`src/rtl/rtmq_uart_pkg.sv`:
```
// -----------------------------------------------------------------------------
// rtmq_uart_pkg
// Shared definitions for the RTMQ UART host bridge: the default idle
// instruction, Tx/Rx state encodings, a constant clog2 helper and the
// Rx frame length derivation.
// Optional feature macro: RTMQ_UART_CKSUM_EN (adds a trailing XOR checksum
// byte to every Rx frame, which changes the frame length).
// -----------------------------------------------------------------------------
package rtmq_uart_pkg;

    // Instruction presented on cfg_ins whenever no frame is being delivered.
    localparam int unsigned I_NOP_DEF = 0;

    typedef enum logic [1:0] {
        TX_IDLE,
        TX_START,
        TX_DATA,
        TX_STOP
    } tx_state_t;

    typedef enum logic [1:0] {
        RX_IDLE,
        RX_START,
        RX_DATA,
        RX_STOP
    } rx_state_t;

    // Ceiling log2 usable in parameter/port-width expressions.
    function automatic int clog2(input int unsigned v);
        int          r;
        int unsigned x;
        r = 0;
        x = 1;
        while (x < v) begin
            x = x << 1;
            r = r + 1;
        end
        return r;
    endfunction

    // Bytes per Rx frame: instruction bytes, one flag byte, optional checksum.
    function automatic int n_rx(input int w_reg);
`ifdef RTMQ_UART_CKSUM_EN
        return w_reg / 8 + 2;
`else
        return w_reg / 8 + 1;
`endif
    endfunction

endpackage

```
`src/rtl/rtmq_uart_tx_fifo.sv`:
```
// -----------------------------------------------------------------------------
// rtmq_uart_tx_fifo
// Synchronous word FIFO buffering core-side words for the UART transmitter.
// Ports:
//   clk, rst      clock, asynchronous active-high reset
//   push/push_dat write request and word; dropped when full unless a pop
//                 happens in the same cycle
//   pop/pop_dat   read request; pop_dat shows the head word combinationally
//   empty, full   occupancy flags
//   lvl           current occupancy (0..DEPTH)
//   ovf           sticky: a push was dropped because the FIFO was full
// -----------------------------------------------------------------------------
module rtmq_uart_tx_fifo
    import rtmq_uart_pkg::*;
#(
    parameter int W     = 32,
    parameter int DEPTH = 8
) (
    input  logic                    clk,
    input  logic                    rst,
    input  logic                    push,
    input  logic [W-1:0]            push_dat,
    input  logic                    pop,
    output logic [W-1:0]            pop_dat,
    output logic                    empty,
    output logic                    full,
    output logic [clog2(DEPTH):0]   lvl,
    output logic                    ovf
);

    localparam int AW = clog2(DEPTH);

    logic [W-1:0]  mem [DEPTH];
    logic [AW-1:0] wr_ptr;
    logic [AW-1:0] rd_ptr;
    logic          push_ok;
    logic          pop_ok;

    assign full    = (lvl == (AW+1)'(DEPTH));
    assign empty   = (lvl == '0);
    assign pop_ok  = pop && !empty;
    // A pop in the same cycle frees the head slot, so a push into a full
    // FIFO is still accepted then.
    assign push_ok = push && (!full || pop_ok);
    assign pop_dat = mem[rd_ptr];

    // NOTE: the storage array has no reset; only pointers and level define
    // validity, which keeps the RAM free of a reset network.
    always_ff @(posedge clk) begin
        if (push_ok) begin
            mem[wr_ptr] <= push_dat;
        end
    end

    // NOTE: all sequential state uses non-blocking assignments so every flop
    // samples the pre-edge values regardless of statement order.
    always_ff @(posedge clk or posedge rst) begin
        if (rst) begin
            wr_ptr <= '0;
            rd_ptr <= '0;
            lvl    <= '0;
            ovf    <= 1'b0;
        end else begin
            // DEPTH is a power of two, so the pointers wrap naturally.
            if (push_ok) wr_ptr <= wr_ptr + 1'b1;
            if (pop_ok)  rd_ptr <= rd_ptr + 1'b1;
            case ({push_ok, pop_ok})
                2'b10:   lvl <= lvl + 1'b1;
                2'b01:   lvl <= lvl - 1'b1;
                default: lvl <= lvl;
            endcase
            if (push && !push_ok) ovf <= 1'b1;
        end
    end

endmodule

```
`src/rtl/rtmq_uart_bridge.sv`:
```
// -----------------------------------------------------------------------------
// rtmq_uart_bridge
// UART host bridge for the RTMQ core.
//   Tx: words from the core are buffered in a FIFO and sent LSB byte first,
//       each byte as start, 8 data bits LSB first, N_STB stop bits.
//   Rx: (W_REG+8)-bit frames from the host become a one-cycle instruction
//       on cfg_ins plus a persistent override flag f_cfg.
// Optional feature macro: RTMQ_UART_CKSUM_EN -- frames carry one extra
// trailing byte, the XOR of all preceding bytes; mismatching frames are
// dropped and reported through rx_err.
// Ports:
//   clk, rst            clock, asynchronous active-high reset
//   tx_dat, tx_wr       word and push strobe into the Tx FIFO
//   tx_full, tx_lvl     Tx FIFO full flag and occupancy
//   tx_ovf              sticky Tx FIFO overflow flag
//   f_tx_done           one-cycle pulse after the last stop bit of a word
//   cfg_ins, cfg_vld    received instruction (I_NOP when idle) and its strobe
//   f_cfg               override flag of the last accepted frame
//   rx_err, err_cnt     framing/timeout/checksum error pulse, saturating count
//   uart_rx, uart_tx    serial lines
// -----------------------------------------------------------------------------
module rtmq_uart_bridge
    import rtmq_uart_pkg::*;
#(
    parameter int               W_REG    = 32,
    parameter int               DIV      = 868,
    parameter int               N_STB    = 1,
    parameter int               TX_DEPTH = 8,
    parameter int               S_TOT    = 17,
    parameter logic [W_REG-1:0] I_NOP    = W_REG'(I_NOP_DEF)
) (
    input  logic                       clk,
    input  logic                       rst,
    input  logic [W_REG-1:0]           tx_dat,
    input  logic                       tx_wr,
    output logic                       tx_full,
    output logic [clog2(TX_DEPTH):0]   tx_lvl,
    output logic                       tx_ovf,
    output logic                       f_tx_done,
    output logic [W_REG-1:0]           cfg_ins,
    output logic                       f_cfg,
    output logic                       cfg_vld,
    output logic                       rx_err,
    output logic [7:0]                 err_cnt,
    input  logic                       uart_rx,
    output logic                       uart_tx
);

    localparam int CW    = clog2(DIV);
    localparam int NB    = W_REG / 8;
    localparam int BW    = clog2(NB + 1);
    localparam int N_RX  = n_rx(W_REG);
    localparam int RBW   = clog2(N_RX + 1);
    localparam int FW    = (N_RX - 1) * 8;     // bytes held before the last one
    localparam int TW    = clog2(S_TOT * DIV + 1);

    localparam logic [CW-1:0]  DIV_M1   = CW'(DIV - 1);
    localparam logic [CW-1:0]  HALF_M1  = CW'(DIV / 2 - 1);
    localparam logic [BW-1:0]  TX_LAST  = BW'(NB - 1);
    localparam logic [RBW-1:0] RX_LAST  = RBW'(N_RX - 1);
    localparam logic           STB_LAST = 1'(N_STB - 1);
    localparam logic [TW-1:0]  TO_M1    = TW'(S_TOT * DIV - 1);

    // ------------------------------------------------------------------ Tx
    logic [W_REG-1:0] fifo_dat;
    logic             fifo_empty;
    logic             tx_pop;
    logic             tx_tick;
    logic             tx_word_end;

    tx_state_t        tx_state;
    logic [CW-1:0]    tx_cnt;
    logic [2:0]       tx_bit;
    logic [BW-1:0]    tx_byte;
    logic             tx_stb;
    logic [W_REG-1:0] tx_sh;

    rtmq_uart_tx_fifo #(
        .W     (W_REG),
        .DEPTH (TX_DEPTH)
    ) u_tx_fifo (
        .clk      (clk),
        .rst      (rst),
        .push     (tx_wr),
        .push_dat (tx_dat),
        .pop      (tx_pop),
        .pop_dat  (fifo_dat),
        .empty    (fifo_empty),
        .full     (tx_full),
        .lvl      (tx_lvl),
        .ovf      (tx_ovf)
    );

    assign tx_tick     = (tx_cnt == DIV_M1);
    assign tx_word_end = (tx_state == TX_STOP) && tx_tick &&
                         (tx_stb == STB_LAST) && (tx_byte == TX_LAST);
    // Popping at the end of a word lets the next start bit follow the last
    // stop bit directly, with no idle gap between words.
    assign tx_pop      = !fifo_empty && ((tx_state == TX_IDLE) || tx_word_end);

    always_ff @(posedge clk or posedge rst) begin
        if (rst) begin
            tx_state  <= TX_IDLE;
            tx_cnt    <= '0;
            tx_bit    <= '0;
            tx_byte   <= '0;
            tx_stb    <= 1'b0;
            tx_sh     <= '0;
            uart_tx   <= 1'b1;
            f_tx_done <= 1'b0;
        end else begin
            // NOTE: pulse outputs get a default at the top of the block and
            // are overridden below, so each is high for exactly one cycle.
            f_tx_done <= 1'b0;
            case (tx_state)
                TX_IDLE: begin
                    if (tx_pop) begin
                        tx_sh    <= fifo_dat;
                        tx_byte  <= '0;
                        tx_cnt   <= '0;
                        uart_tx  <= 1'b0;
                        tx_state <= TX_START;
                    end
                end
                TX_START: begin
                    if (tx_tick) begin
                        tx_cnt   <= '0;
                        tx_bit   <= '0;
                        uart_tx  <= tx_sh[0];
                        tx_state <= TX_DATA;
                    end else begin
                        tx_cnt <= tx_cnt + 1'b1;
                    end
                end
                TX_DATA: begin
                    if (tx_tick) begin
                        tx_cnt <= '0;
                        // Shifting the whole word leaves the next byte in
                        // the low bits once 8 bits have gone out.
                        tx_sh  <= tx_sh >> 1;
                        if (tx_bit == 3'd7) begin
                            uart_tx  <= 1'b1;
                            tx_stb   <= 1'b0;
                            tx_state <= TX_STOP;
                        end else begin
                            uart_tx <= tx_sh[1];
                            tx_bit  <= tx_bit + 1'b1;
                        end
                    end else begin
                        tx_cnt <= tx_cnt + 1'b1;
                    end
                end
                TX_STOP: begin
                    if (tx_tick) begin
                        tx_cnt <= '0;
                        if (tx_stb != STB_LAST) begin
                            tx_stb <= 1'b1;
                        end else if (tx_byte != TX_LAST) begin
                            tx_byte  <= tx_byte + 1'b1;
                            uart_tx  <= 1'b0;
                            tx_state <= TX_START;
                        end else begin
                            f_tx_done <= 1'b1;
                            if (tx_pop) begin
                                tx_sh    <= fifo_dat;
                                tx_byte  <= '0;
                                uart_tx  <= 1'b0;
                                tx_state <= TX_START;
                            end else begin
                                tx_state <= TX_IDLE;
                            end
                        end
                    end else begin
                        tx_cnt <= tx_cnt + 1'b1;
                    end
                end
                default: tx_state <= TX_IDLE;
            endcase
        end
    end

    // ------------------------------------------------------------------ Rx
    logic           rx_s1;
    logic           rx_s2;
    logic           rx_prev;
    logic           rx_fall;
    logic           rx_tick;
    logic           cks_ok;
    logic           fin_flag;
    logic [7:0]     err_cnt_nx;

    rx_state_t      rx_state;
    logic [CW-1:0]  rx_cnt;
    logic [2:0]     rx_bit;
    logic [RBW-1:0] rx_byte;
    logic [7:0]     rx_sh;
    logic [FW-1:0]  rx_frame;
    logic [TW-1:0]  to_cnt;

    always_ff @(posedge clk or posedge rst) begin
        if (rst) begin
            rx_s1   <= 1'b1;
            rx_s2   <= 1'b1;
            rx_prev <= 1'b1;
        end else begin
            rx_s1   <= uart_rx;
            rx_s2   <= rx_s1;
            rx_prev <= rx_s2;
        end
    end

    assign rx_fall    = rx_prev && !rx_s2;
    assign rx_tick    = (rx_cnt == DIV_M1);
    assign err_cnt_nx = (err_cnt == 8'hFF) ? err_cnt : err_cnt + 8'd1;

`ifdef RTMQ_UART_CKSUM_EN
    logic [7:0] cks;
    always_comb begin
        cks = '0;
        for (int i = 0; i < N_RX - 1; i++) begin
            cks = cks ^ rx_frame[i*8 +: 8];
        end
    end
    assign cks_ok   = (cks == rx_sh);
    assign fin_flag = rx_frame[W_REG];
`else
    assign cks_ok   = 1'b1;
    // Without a checksum the final byte is the flag byte itself.
    assign fin_flag = rx_sh[0];
`endif

    always_ff @(posedge clk or posedge rst) begin
        if (rst) begin
            rx_state <= RX_IDLE;
            rx_cnt   <= '0;
            rx_bit   <= '0;
            rx_byte  <= '0;
            rx_sh    <= '0;
            rx_frame <= '0;
            to_cnt   <= '0;
            cfg_ins  <= I_NOP;
            f_cfg    <= 1'b0;
            cfg_vld  <= 1'b0;
            rx_err   <= 1'b0;
            err_cnt  <= '0;
        end else begin
            cfg_ins <= I_NOP;
            cfg_vld <= 1'b0;
            rx_err  <= 1'b0;
            case (rx_state)
                RX_IDLE: begin
                    if (rx_fall) begin
                        rx_cnt   <= '0;
                        rx_state <= RX_START;
                    end else if (rx_byte != '0) begin
                        // Inter-byte timeout, only while a frame is open.
                        if (to_cnt == TO_M1) begin
                            rx_err  <= 1'b1;
                            err_cnt <= err_cnt_nx;
                            rx_byte <= '0;
                        end else begin
                            to_cnt <= to_cnt + 1'b1;
                        end
                    end
                end
                RX_START: begin
                    if (rx_cnt == HALF_M1) begin
                        rx_cnt <= '0;
                        // Line back high at mid start bit: a glitch, ignore.
                        if (rx_s2) begin
                            rx_state <= RX_IDLE;
                        end else begin
                            rx_bit   <= '0;
                            rx_state <= RX_DATA;
                        end
                    end else begin
                        rx_cnt <= rx_cnt + 1'b1;
                    end
                end
                RX_DATA: begin
                    if (rx_tick) begin
                        rx_cnt <= '0;
                        rx_sh  <= {rx_s2, rx_sh[7:1]};
                        if (rx_bit == 3'd7) begin
                            rx_state <= RX_STOP;
                        end else begin
                            rx_bit <= rx_bit + 1'b1;
                        end
                    end else begin
                        rx_cnt <= rx_cnt + 1'b1;
                    end
                end
                RX_STOP: begin
                    if (rx_tick) begin
                        rx_cnt   <= '0;
                        to_cnt   <= '0;
                        rx_state <= RX_IDLE;
                        if (!rx_s2) begin
                            rx_err  <= 1'b1;
                            err_cnt <= err_cnt_nx;
                            rx_byte <= '0;
                        end else if (rx_byte == RX_LAST) begin
                            rx_byte <= '0;
                            if (cks_ok) begin
                                cfg_ins <= rx_frame[W_REG-1:0];
                                f_cfg   <= fin_flag;
                                cfg_vld <= 1'b1;
                            end else begin
                                rx_err  <= 1'b1;
                                err_cnt <= err_cnt_nx;
                            end
                        end else begin
                            // Bytes enter at the top, so byte 0 ends up in
                            // the low bits (little-endian assembly).
                            rx_frame <= FW'({rx_sh, rx_frame} >> 8);
                            rx_byte  <= rx_byte + 1'b1;
                        end
                    end else begin
                        rx_cnt <= rx_cnt + 1'b1;
                    end
                end
                default: rx_state <= RX_IDLE;
            endcase
        end
    end

endmodule

```
`config.mk`:
```
export PLATFORM = sky130hd
export DESIGN_NAME = rtmq_uart_bridge
export DESIGN_NICKNAME = d
export VERILOG_FILES = /design/src/rtl/rtmq_uart_pkg.sv /design/src/rtl/rtmq_uart_tx_fifo.sv /design/src/rtl/rtmq_uart_bridge.sv
export SDC_FILE = /design/constraint.sdc
export NUM_CORES = 1
export LEC_CHECK = 0
export CAP_MARGIN = 0
export CORE_ASPECT_RATIO = 0.75
export CORE_MARGIN = 2
export CORE_UTILIZATION = 55
export CTS_BUF_LIST = sky130_fd_sc_hd__clkbuf_4
export DETAILED_ROUTE_END_ITERATION = 8
export PLACE_DENSITY = 0.74
export SETUP_SLACK_MARGIN = 0.5
export SLEW_MARGIN = 20
export SYNTH_ARGS = -nofsm -noshare
export SYNTH_HDL_FRONTEND = slang
export SYNTH_SLANG_ARGS = --single-unit
```
`constraint.sdc`:
```
create_clock -name clk -period 10.05 [get_ports clk]
set_clock_uncertainty 0.05 [all_clocks]
set_input_delay 2.5125 -clock clk [delete_from_list [all_inputs] [get_ports clk]]
set_output_delay 2.5125 -clock clk [all_outputs]
set_load 0.01 [all_outputs]
```
* Word-level counts from Yosys, hierarchy flattened
Memories as Yosys holds them, arrays and structs flattened. Index checks and enable logic that the tools add are counted. W data, S select, Z words.
Word-level totals: flip-flop bits (word level) 182, latch bits 0, memory bits (writable) 256, memory bits (read-only) 0, input port bits 36, word-level logic and storage cells 218, memories 1
Memory list:
- u_tx_fifo.mem | depth 8, bits a word 32, read ports 1, clocked after Yosys merged registers in 0, write ports 1, RTL line rtmq_uart_tx_fifo.sv:33 | logic [W-1:0] mem [DEPTH];
Operators by class: add/subtract/negate cells 12, multipliers 0, divide/modulo/power cells 0, $lt $le $gt $ge 0, equal/unequal tests 39, shift-type cells 0, mux-type cells 96, bitwise operators 2, reduce and logical (&&, ||, !) cells 41
Operators by type and width (number):
- $mux W32 | 9
- $pmux W32 S3 | 1
- $mux W14 | 4
- $mux W3 | 17
- $mux W10 | 5
- $mux W8 | 6
- $ne A2 B2 Y1 const B | 19
- $pmux W10 S3 | 1
- $mux W1 | 28
- $pmux W14 S2 | 1
- $reduce_and A5 Y1 | 5
- $mux W2 | 12
- $pmux W3 S2 | 4
- $add A10 B1 Y10 const B | 2
- $eq A10 B10 Y1 const B | 2
- $pmux W10 S2 | 1
- $reduce_and A4 Y1 | 5
- $add A3 B1 Y3 const B | 6
- $pmux W2 S4 | 2
- $pmux W8 S2 | 1
- $add A14 B1 Y14 const B | 1
- $eq A14 B14 Y1 const B | 1
- $reduce_and A6 Y1 | 2
- $reduce_bool A2 Y1 | 6
- other kinds (26) | 49

* Depth between registers and ports, before layout
Gate-level depths: netlist of run 1.
word-level depth 11, depth in mapped cells 12, mapped depth without buffers 11

* By module
A second synthesis of run 1 with hierarchy kept.
Unflattened totals: cell total of the unflattened synthesis 1153, area total of the unflattened synthesis 18121.1 um2
Modules (own cells, without submodules):
- rtmq_uart_tx_fifo | instances 1, cells an instance 441, area each 10271.1 um2, seq. area each 7962.6 um2
- rtmq_uart_bridge | instances 1, cells an instance 712, area each 7850.0 um2, seq. area each 4259.1 um2

* Worst setup path after synthesis of run 1
OpenSTA, ideal clock, no wires.
kind input -> register, start point in tx_wr, end point mem u_tx_fifo.mem[0][0], enable pin, library setup time 0.461 ns, arrival 5.165 ns, required time 9.539 ns, path slack 4.374 ns, cell stages on the path 3, path buffers 0, path through o21ai_1 -> or2_2 -> nor3_1
On the way: word-level cells in the longest chain between the ends 3
RTL lines:
- from (decl) | RTL line rtmq_uart_bridge.sv:35 | input logic tx_wr,
- $logic_and A1 B1 Y1 | RTL line rtmq_uart_tx_fifo.sv:44 | assign push_ok = push && (!full || pop_ok);
- $mux W1 | RTL line rtmq_uart_tx_fifo.sv:50 | if (push_ok) begin
- $mux W1 (not written as such) | RTL line rtmq_uart_tx_fifo.sv:51 | mem[wr_ptr] <= push_dat;
- to (decl) | RTL line rtmq_uart_tx_fifo.sv:33
Every way passes these cells.

* Worst setup path after layout of run 1
start point reg u_tx_fifo.lvl[0], end point out tx_full
On the way: word-level cells in the longest chain between the ends 1
RTL lines:
- from (decl) | RTL line rtmq_uart_tx_fifo.sv:27 | output logic [clog2(DEPTH):0] lvl,
- from (signal assigned) | RTL line rtmq_uart_tx_fifo.sv:68 | 2'b10: lvl <= lvl + 1'b1;
- from (signal assigned) | RTL line rtmq_uart_tx_fifo.sv:69 | 2'b01: lvl <= lvl - 1'b1;
- from (signal assigned) | RTL line rtmq_uart_tx_fifo.sv:70 | default: lvl <= lvl;
- $eq A4 B4 Y1 | RTL line rtmq_uart_tx_fifo.sv:39 | assign full = (lvl == (AW+1)'(DEPTH));
- to (decl) | RTL line rtmq_uart_bridge.sv:36 | output logic tx_full,
Every way passes these cells.

==> summary.md, run 1 <==
| Metric | Value |
|---|---|
| Status | `completed` |
| Post-Synthesis Cells | `1,157` |
| Req. time, crit path | `7.49 ns` |
| Worst Tran Pin Value | `roughly 1.1 ns` |
| Clock latency at the later pin of the worst-skew pair | `between 0.8 and 0.9 ns` |
| Vias in the first global route | `10,403` |
| Longest Clk Path Bufs | `3` |
| Area Growth Syn to Fin | `16.1%` |
| Share of Yosys cell area claimed by the top area cell type | `43.0%` |
| Tmin final | `4.67 ns` |
| Dpl hpwl | `19.8 mm` |
| MaxCap Viol Count | `0` |
| Clock Tree Root | `clkbuf_4` |
| Maximum level of the CTS H-tree | `3` |
| Synthesized area per cell | `about 15 um2` |
| # DRC | `0` |
| Total wire length | `~34 mm` |
| Crit path max fanout | `7` |
| DP Cell Count | `1,648` |
| Post-CTS Repair Setup Buffers | `0` |
| Synth Flop Type | `edfxtp_1` |
| Clock Power Share | `between 30% and 40%` |
| Synth Net Count | `around 1,200` |
| Die area | `roughly 34,000 um2` |
| Drt pass-1 iters | `5` |
| Reg power frac | `52.2%` |
| IO Port Bufs | `86` |
| Critical path type | `reg2out` |
| Largest net degree at the start of global routing | `112` |
| Total number of vias | `slightly above 10,000` |
| Seq/Total Area, Yosys | `68.4%` |
| Post-Synthesis Cell Area | `17,900 um2` |
| Register Area | `12,200 um2` |
| Crit path capture type | `primary output` |
| Startpoint types | `flip-flop` |
| RSZ-0062 raised after global routing | `false` |
| Fin cells | `1,847` |
| TritonCTS clock tree | `built` |
| Total gr overflow | `0` |
| Placer Congestion | `0.790` |
| Total GRT Usage | `20.7%` |
| Period utilization | `46.5%` |
| Reg clk slew, reported paths | `0.06 ns` |
| Routed len/inst | `roughly 18 um` |
| Area leader, netlist | `edfxtp_1` |
| Layout cell share with drive strength beyond 1 | `22.9%` |
| Hold WC Path Type | `reg2reg` |
| CP arrival | `between 2 and 2.5 ns` |
| Post-CTS Hold Fix Bufs | `0` |
| Die height | `160 um` |
| Top Ports | `87` |
| Final Hold Viols | `0` |
| Final number of max-transition violations | `0` |
| Num CTS Buffers | `102` |
| Logic gate share of total power | `14.4%` |
| Max Freq | `214 MHz` |
| Die width | `212 um` |
| Core box area | `around 32,000 um2` |
| Distinct cells, synth | `69` |
| Count leader, synth | `edfxtp_1` |
| Drt initial violations | `795` |
| Num rows | `57` |
| First-pass GRT wire length | `between 50 and 60 mm` |
| Post-synthesis async set-or-reset flop share | `41.4%` |
| Worst slew margin | `between 20% and 30%` |
| EDFF count, synth | `about 260` |
| Flip-flop and latch count after synthesis | `437` |
| Initial antenna violation count | `1` |
| Fillers | `2,317` |
| Drt via density | `roughly 5.5` |
| Routed Antenna Nets | `0` |
| Resize count post-CTS | `0` |
| Worst VDD drop | `around 0.00014 V` |
| Fin nets | `1,380` |
| Setup violators final | `0` |
| Leakage | `approximately 8 nW` |
| Cell internal pwr | `3.06 mW` |
| Starting density of the core | `55.6%` |
| Clock net sink count | `437` |
| Power density over the cells | `roughly 200 nW/um2` |
| Multi-input combinational cell area | `5420 um2` |
| Synth Warn # | `0` |
| Top post-synthesis cells by area | `edfxtp_1 (43%), dfrtp_1 (25%), mux4_2 (8.1%)` |
| Synth top cells by count | `edfxtp_1 (256), dfrtp_1 (177), nand2_1 (78)` |
| Switching Power | `1.15 mW` |
| Net Sw Frac | `27.3%` |
| Post-Route Setup TNS | `0 ns` |
==> critical path, stage by stage, from the launching register on <==
cell             delay [ns]
dfrtp_1                0.46
nor3_1                 0.24
and2_1                 0.15
clkdlybuf4s50_1        0.52
==> through the flow <==
step	total power, mW	utilization [%]	worst slack, ns	area [um2]	hold slack (ns)
detailed placement	2.82	59.8	4.98	19200	0.303
global route	4.43	64.5	5.24	20700	0.303
global placement	2.79	59.8	5.06	19200	0.297
CTS	4.24	64.0	5.32	20600	0.308
finish	4.21	64.5	5.38	20700	0.308
floorplan	2.58	-	2.58	17900	0.295
==> metal layers <==
metal  share of wire [%]  track usage (%)
met3                 5.6             4.39
met2                  47             31.6
met1                  46             30.0
met5                   0                0
met4                 1.3             7.11
==> power groups by stage <==
stage | logic (mW) | clock network (mW) | registers [mW]
final | 0.606 | 1.41 | 2.20
after global routing | 0.670 | 1.54 | 2.21
after CTS | 0.587 | 1.45 | 2.20
after detailed placement | 0.587 | 0 | 2.23
after global placement | 0.569 | 0 | 2.22
after floorplan | 0.365 | 0 | 2.22
==> sequential cells by signal (all words and copies together) (netlist names), 2 cells and up, named ones only <==
| name | cells |
|---|---|
| rx_byte | 3 |
| rx_bit | 3 |
| rx_sh | 8 |
| tx_state | 2 |
| rx_cnt | 10 |
| tx_cnt | 10 |
| tx_byte | 3 |
| to_cnt | 14 |
| u_tx_fifo.wr_ptr | 3 |
| cfg_ins | 32 |
| tx_sh | 32 |
| err_cnt | 8 |
| u_tx_fifo.mem | 256 |
| tx_bit | 3 |
| u_tx_fifo.lvl | 4 |
| u_tx_fifo.rd_ptr | 3 |
| rx_frame | 32 |
==> final timing paths <==
check | startpoint | endpoint | slack, ns | cells past startpoint
max in group asynchronous | rst | u_tx_fifo.rd_ptr[0]$_DFFE_PP0P_ | 6.16 | 4
min | rx_s1$_DFF_PP1_ | rx_s2$_DFF_PP1_ | 0.31 | 0
max | u_tx_fifo.lvl[0]$_DFFE_PP0P_ | tx_full | 5.38 | 3
min in group asynchronous | rst | rx_frame[9]$_DFFE_PP0P_ | 2.04 | 2
max reg2reg | tx_state[1]$_DFFE_PP0P_ | u_tx_fifo.mem[4][7]$_DFFE_PP_ | 6.88 | 7
min reg2reg | rx_s1$_DFF_PP1_ | rx_s2$_DFF_PP1_ | 0.31 | 0
==> cells by family (layout without fill, tap and decap cells) <==
group / after synthesis / after routing / share of synthesized area [%]
simple gates: 292 / 292 / 8.33
mux: 147 / 147 / 13.0
compound gates: 156 / 156 / 5.29
xor+xnor: 27 / 27 / 1.32
flops: 437 / 437 / 68.4
fa+ha+maj: 28 / 28 / 2.00
buf+inv: 70 / 317 / 1.63
other cells: 0 / 1 / 0
==> layout make-up <==
class	count	share of cell area [%]
repair buffers	103	5.31
clock buffers	156	5.65
well taps	442	2.67
clock inverters	36	0.881
flip-flops and latches	437	59.0
diodes	1	0.0121
inverters	22	0.422
multi-input cells	650	26.1
==> placed cells by master, fill, tap and decap left out, types with 9 or more instances in the layout <==
master           Yosys  routed
nand4_1             10      10
a21oi_1             49      49
clkinv_1             0      27
clkbuf_4             0     156
nor3_1              16      14
nor2_1              73      67
ha_1                27      26
o21ai_0             60      60
edfxtp_1           256     256
mux2i_1             39      39
dfrtp_1            177     174
xnor2_1             10      10
buf_4                4      11
xor2_1              17      17
and2_1              39      39
inv_1               22      21
mux4_2              64      64
or3_1               10      10
clkdlybuf4s50_1      0      86
nand2b_1             9       9
mux2_2              43      43
nand2_1             78      78
nand3_1             17      17
Note: power is estimated with default switching activity, not from simulation.
==> run 2, diff against run 1 <==
Settings changed: PLACE_DENSITY 0.74 to 0.77.
Clock period 10.05 ns to 4.17 ns, I/O delays scaled along.
==> run 2 against run 1 <==
Core utilization shrank 0.058 points. Clock power is 140% higher. Wire length shrank 0.52%. First-iteration DRC count is 1.9% lower. Flip-flop and latch count unchanged. Die area unchanged. Via count up 0.98%. Hold slack got worse by 0.0026 ns. Cell area about the same. Sequential power up 140%. Global-route usage grew 0.13 points. Critical path type unchanged. Critical endpoint unchanged.
==> summary.md, run 2 (same netlist as run 1, synthesis figures left out) <==
| Metric | Value |
|---|---|
| Family with the most delay on the worst path | `buffers and inverters` |
| # DRC | `0` |
| Layout cell share with drive strength beyond 1 | `approximately a quarter` |
| MaxCap Viol Count | `0` |
| Pre-CTS WS | `0.798 ns` |
| Critical path type | `reg2out` |
| GR Util met1 | `30.0%` |
| GR Util met2 | `31.7%` |
| Reg power frac | `52.0%` |
| Hold WC Path Type | `reg2reg` |
| Worst hold slack | `0.305 ns` |
| Worst VDD drop | `between 0.0002 and 0.0003 V` |
| Max FFs per register | `~260` |
| Crit-path cells | `nor3_1 -> and2_1 -> clkdlybuf4s50_1` |
| Worst Tran Pin Value | `1.11 ns` |
| Tmin final | `approximately 3.3 ns` |
| Final number of max-transition violations | `0` |
| Total GRT Usage | `20.8%` |
| Worst slew margin | `26.3%` |
| Cell internal pwr | `7.43 mW` |
| Drt initial violations | `780` |
| Final Hold Viols | `0` |
| Clock net sink count | `437` |
| Worst path bufs/invs | `1` |
| Worst path slowest cell | `clkdlybuf4s50_1` |
| Placer Congestion | `about 0.82` |
| Clock latency at the later pin of the worst-skew pair | `0.81 ns` |
| Initial antenna violation count | `3` |
| Net Sw Frac | `27.1%` |
| GR Util met3 | `5.05%` |
| Req. time, crit path | `3.08 ns` |
| Die height | `approximately 160 um` |
| Post-CTS Hold Fix Bufs | `0` |
| Worst path max stage delay | `0.53 ns` |
| Clock Tree Root | `clkbuf_4` |
| Period utilization | `between 70% and 80%` |
| Dpl hpwl | `20.0 mm` |
| Die area | `34,000 um2` |
| Setup violators final | `0` |
| Max Freq | `303 MHz` |
| Most common cell after layout, fill and taps aside | `edfxtp_1` |
| Starting density of the core | `between 50% and 60%` |
| Reg clk slew, reported paths | `approximately 0.060 ns` |
| Fillers | `about 2,300` |
| Multi-input combinational cell area | `5430 um2` |
| Startpoint types | `flip-flop` |
| Total number of vias | `10,244` |
| IO Port Bufs | `86` |
| Top Ports | `87` |
| Vias in the first global route | `around 10,000` |
| Routed len/inst | `18.1 um` |
| Num rows | `57` |
| Setup ws final | `0.873 ns` |
| Total gr overflow | `0` |
| Drt via density | `5.55` |
| GR peak layer | `met2` |
| Crit path max fanout | `7` |
| Status | `completed` |
| Register Area | `12,200 um2` |
| Die width | `212 um` |
| Core box area | `32,200 um2` |
| Most frequent cells in the layout | `edfxtp_1 (256), dfrtp_1 (174), clkbuf_4 (165), clkdlybuf4s50_1 (86), nand2_1 (78)` |
| Leakage | `7.96 nW` |
| Reg2reg setup slack | `0.97 ns` |
| Largest net degree at the start of global routing | `between 100 and 150` |
| Reg with most FFs | `u_tx_fifo.mem` |
| Final Power | `10.2 mW` |
| CP arrival | `2.20 ns` |
| Resize count post-CTS | `0` |
| Total wire length | `33.5 mm` |
| First-pass GRT wire length | `54.8 mm` |
| Power density over the cells | `just under 500 nW/um2` |
| Logic gate share of total power | `14.1%` |
| Clock Power Share | `33.8%` |
| Post-Route Setup TNS | `0 ns` |
| Fin nets | `roughly 1,400` |
| Num CTS Buffers | `100` |
| Maximum level of the CTS H-tree | `3` |
| Longest Clk Path Bufs | `3` |
| Switching Power | `between 2 and 3 mW` |
| Post-CTS Repair Setup Buffers | `0` |
| Routed Antenna Nets | `0` |
| Area Growth Syn to Fin | `16.0%` |
| Crit path capture type | `primary output` |
| RSZ-0062 raised after global routing | `false` |
| TritonCTS clock tree | `built` |
| Drt pass-1 iters | `5` |
run 2: cell count changes in the layout (fill, tap and decap cells not counted), moves of 3 or more:
cell / delta
clkinvlp_4: +3
diode_2: +4
buf_12: +5
buf_16: -5
clkbuf_4: +9
clkinv_4: -4
clkinv_1: -12
run 2: power by group through the flow:
stage          sequential (mW)  combinational (mW)  clock [mW]
2_1_floorplan             5.35               0.882           0
3_3_place_gp              5.37                1.40           0
3_5_place_dp              5.39                1.44           0
4_1_cts                   5.30                1.44        3.54
5_1_grt                   5.35                1.59        3.78
6_report                  5.30                1.44        3.45
run 2: cell type report:
| class | instances | area share (%) |
|---|---|---|
| diodes | 5 | 0.0604 |
| clock buffers | 165 | 5.98 |
| clock inverters | 21 | 0.537 |
| inverters | 22 | 0.417 |
| multi-input cells | 650 | 26.2 |
| flip-flops and latches | 437 | 59.0 |
| well taps | 442 | 2.67 |
| repair buffers | 103 | 5.13 |
run 2: metrics by stage:
step	cell area [um2]	util, %	instances
2_1_floorplan	17900	-	1157
6_report	20700	64.4	1845
4_1_cts	20700	64.4	1840
5_1_grt	20700	64.4	1844
3_3_place_gp	19400	60.2	1654
3_5_place_dp	19400	60.2	1654
run 2: worst paths after layout:
kind | startpoint | to | cells after the start
max | u_tx_fifo.lvl[0]$_DFFE_PP0P_ | tx_full | 3
min | rx_s1$_DFF_PP1_ | rx_s2$_DFF_PP1_ | 0
max reg2reg | tx_state[1]$_DFFE_PP0P_ | u_tx_fifo.mem[2][2]$_DFFE_PP_ | 7
min reg2reg | rx_s1$_DFF_PP1_ | rx_s2$_DFF_PP1_ | 0
max in group asynchronous | rst | u_tx_fifo.rd_ptr[0]$_DFFE_PP0P_ | 3
min in group asynchronous | rst | err_cnt[7]$_DFFE_PP0P_ | 3
run 2: worst register-to-register path, delay by kind of cell (launching register included):
kind	cells	cell delay, ns
compound gates	1	0.22
buf+inv	1	0.25
flops	1	0.40
simple gates	4	1.58
fa+ha+maj	1	0.37
run 2: metal layers:
metal,up-vias,part of all wire [%]
li1,4762,-
met1,5157,46
met2,282,47
met3,41,5.9
met4,2,1.4
met5,-,0.048
==> run 3, diff against run 2 <==
Settings changed: PLACE_DENSITY 0.77 to 0.74.
Clock period 4.17 ns to 3.2 ns, I/O delays scaled along.
==> run 3 against run 2 <==
Final cell count increased by 1.5%. Wire length increased by 5.2%. Critical endpoint is now u_tx_fifo.lvl[3]$_DFFE_PP0P_. Clock power increased by 35%. Non-clock buffer count increased by 23. Sequential power increased by 30%. Cell area increased by 2.1%. Largest cell class unchanged. Largest power group unchanged. Via count increased by 1.7%.
==> summary.md, run 3 (same netlist as run 1, synthesis figures left out) <==
| Metric | Value |
|---|---|
| Drt via density | `about 5.6` |
| Hold WC Path Type | `reg2reg` |
| Post-Route Setup TNS | `0 ns` |
| Num CTS Buffers | `102` |
| Fillers | `2,279` |
| IO Port Bufs | `86` |
| Clock Tree Root | `clkbuf_4` |
| Area Growth Syn to Fin | `18.3%` |
| Worst VDD drop | `0.000517 V` |
| Power density over the cells | `643 nW/um2` |
| Cell internal pwr | `9.90 mW` |
| Register-to-Register Path Depth | `10` |
| CP arrival | `3.26 ns` |
| Final Hold Viols | `0` |
| Top Ports | `87` |
| Crit path max fanout | `6` |
| Status | `completed` |
| Worst hold slack | `0.303 ns` |
| Drt pass-1 iters | `5` |
| Die area | `34,000 um2` |
| Max FFs per register | `256` |
| CP startpoint | `u_tx_fifo.lvl[0]$_DFFE_PP0P_` |
| Logic gate share of total power | `15.0%` |
| Total GRT Usage | `21.0%` |
| Period utilization | `83.2%` |
| Longest Clk Path Bufs | `3` |
| Worst Setup EP | `u_tx_fifo.lvl[3]$_DFFE_PP0P_` |
| Critical path type | `reg2reg` |
| Reg with most FFs | `u_tx_fifo.mem` |
| Crit path capture type | `flip-flop` |
| First-pass GRT wire length | `approximately 55 mm` |
| Clock latency at the later pin of the worst-skew pair | `0.82 ns` |
| Worst slew margin | `34.8%` |
| Core box area | `32,200 um2` |
| Worst Tran Pin Value | `a little under 1 ns` |
| Tmin final | `2.66 ns` |
| Reg2reg setup slack | `0.54 ns` |
| Drt initial violations | `770` |
| Die height | `160 um` |
| Routed len/inst | `18.8 um` |
| Multi-input combinational cell area | `5510 um2` |
| Reg clk slew, reported paths | `0.07 ns` |
| Leakage | `between 8 and 9 nW` |
| Total number of vias | `10,420` |
| Die width | `about 210 um` |
| Max Freq | `~380 MHz` |
| Startpoint types | `flip-flop` |
| Net Sw Frac | `27.2%` |
| Vias in the first global route | `approximately 10,000` |
| TritonCTS clock tree | `built` |
| Placer Congestion | `between 0.8 and 0.9` |
| Most frequent cells in the layout | `edfxtp_1 (256), dfrtp_1 (170), clkbuf_4 (161), clkdlybuf4s50_1 (79), nand2_1 (78)` |
| Starting density of the core | `55.6%` |
| Reg power frac | `50.6%` |
| Num rows | `57` |
| Layout cell share with drive strength beyond 1 | `about a quarter` |
| Worst r2r src | `u_tx_fifo.lvl[0]$_DFFE_PP0P_` |
| # DRC | `0` |
| Total wire length | `about 35 mm` |
| Register Area | `about 12,000 um2` |
| Largest net degree at the start of global routing | `71` |
| Maximum level of the CTS H-tree | `3` |
| MaxCap Viol Count | `0` |
| Total gr overflow | `0` |
| Setup violators final | `0` |
| Final number of max-transition violations | `0` |
| Clock Power Share | `between 30% and 40%` |
| Clock net sink count | `437` |
| Switching Power | `between 3 and 4 mW` |
| Post-CTS Hold Fix Bufs | `0` |
| RSZ-0062 raised after global routing | `true` |
| Routed Antenna Nets | `0` |
| Dpl hpwl | `around 20 mm` |
| Fin nets | `between 1,000 and 1,500` |
| Crit Reg-Reg Endpoint | `u_tx_fifo.lvl[3]$_DFFE_PP0P_` |
| Final Power | `13.6 mW` |
| Most common cell after layout, fill and taps aside | `edfxtp_1` |
| Initial antenna violation count | `2` |
| Req. time, crit path | `3.80 ns` |
-- run 3: power groups by stage --
stage	registers (mW)	clock network (mW)	logic [mW]
CTS	6.88	4.80	2.04
global route	6.93	5.11	2.26
finish	6.88	4.67	2.05
global placement	6.98	0	1.90
floorplan	6.97	0	1.18
detailed placement	7.02	0	1.95
-- run 3: timing repair --
item                                    4_1_cts  5_1_grt
resized for setup                            16       11
pin swaps                                     0        1
endpoints found under the setup margin       13       51
cloned                                        0        3
setup buffers                                 9        1
-- run 3: through the flow --
| step | instance area (um2) | setup slack [ns] | instances | utilization [%] |
|---|---|---|---|---|
| floorplan | 17900 | 0.0307 | 1157 | - |
| global placement | 19600 | 0.408 | 1667 | 60.9 |
| detailed placement | 19600 | 0.353 | 1667 | 60.9 |
| CTS | 21100 | 0.480 | 1867 | 65.5 |
| global route | 21100 | 0.429 | 1872 | 65.7 |
| finish | 21100 | 0.538 | 1872 | 65.7 |
-- run 3: final cells by class --
type                       count  share of cell area, %
sequential                   437                   57.8
antenna                        1                 0.0118
tap                          442                   2.62
inverter                      22                  0.408
multi-input combinational    653                   26.1
clock buffer                 161                   5.72
timing repair buffer         126                   6.38
clock inverter                30                  0.958
-- run 3: critical path, cell delays in order (launching register included) --
cell     delay [ns]
dfrtp_2        0.43
buf_4          0.16
or4_1          0.58
o21a_4         0.19
ha_2           0.20
ha_1           0.27
a21o_1         0.19
a21oi_2        0.15
xnor2_1        0.13
nor2_1         0.07
xor2_1         0.13
-- run 3: how the worst min path moves through the flow --
stage                                        to  slack [ns]  cells after the start       startpoint
after floorplan                 rx_s2$_DFF_PP1_        0.30                      0  rx_s1$_DFF_PP1_
after global placement          rx_s2$_DFF_PP1_        0.30                      0  rx_s1$_DFF_PP1_
after detailed placement        rx_s2$_DFF_PP1_        0.30                      0  rx_s1$_DFF_PP1_
after CTS                 cfg_ins[17]$_DFF_PP0_        0.30                      2              rst
after global routing            rx_s2$_DFF_PP1_        0.31                      0  rx_s1$_DFF_PP1_
final                           rx_s2$_DFF_PP1_        0.30                      0  rx_s1$_DFF_PP1_
-- run 3: layer usage --
layer  share of wire [%]  global-route usage, %  vias up
li1                    -                      -     4808
met3                 6.8                   5.09       58
met4                 1.6                   6.27        2
met2                  45                   31.5      313
met5               0.037                      0        -
met1                  46                   30.9     5239
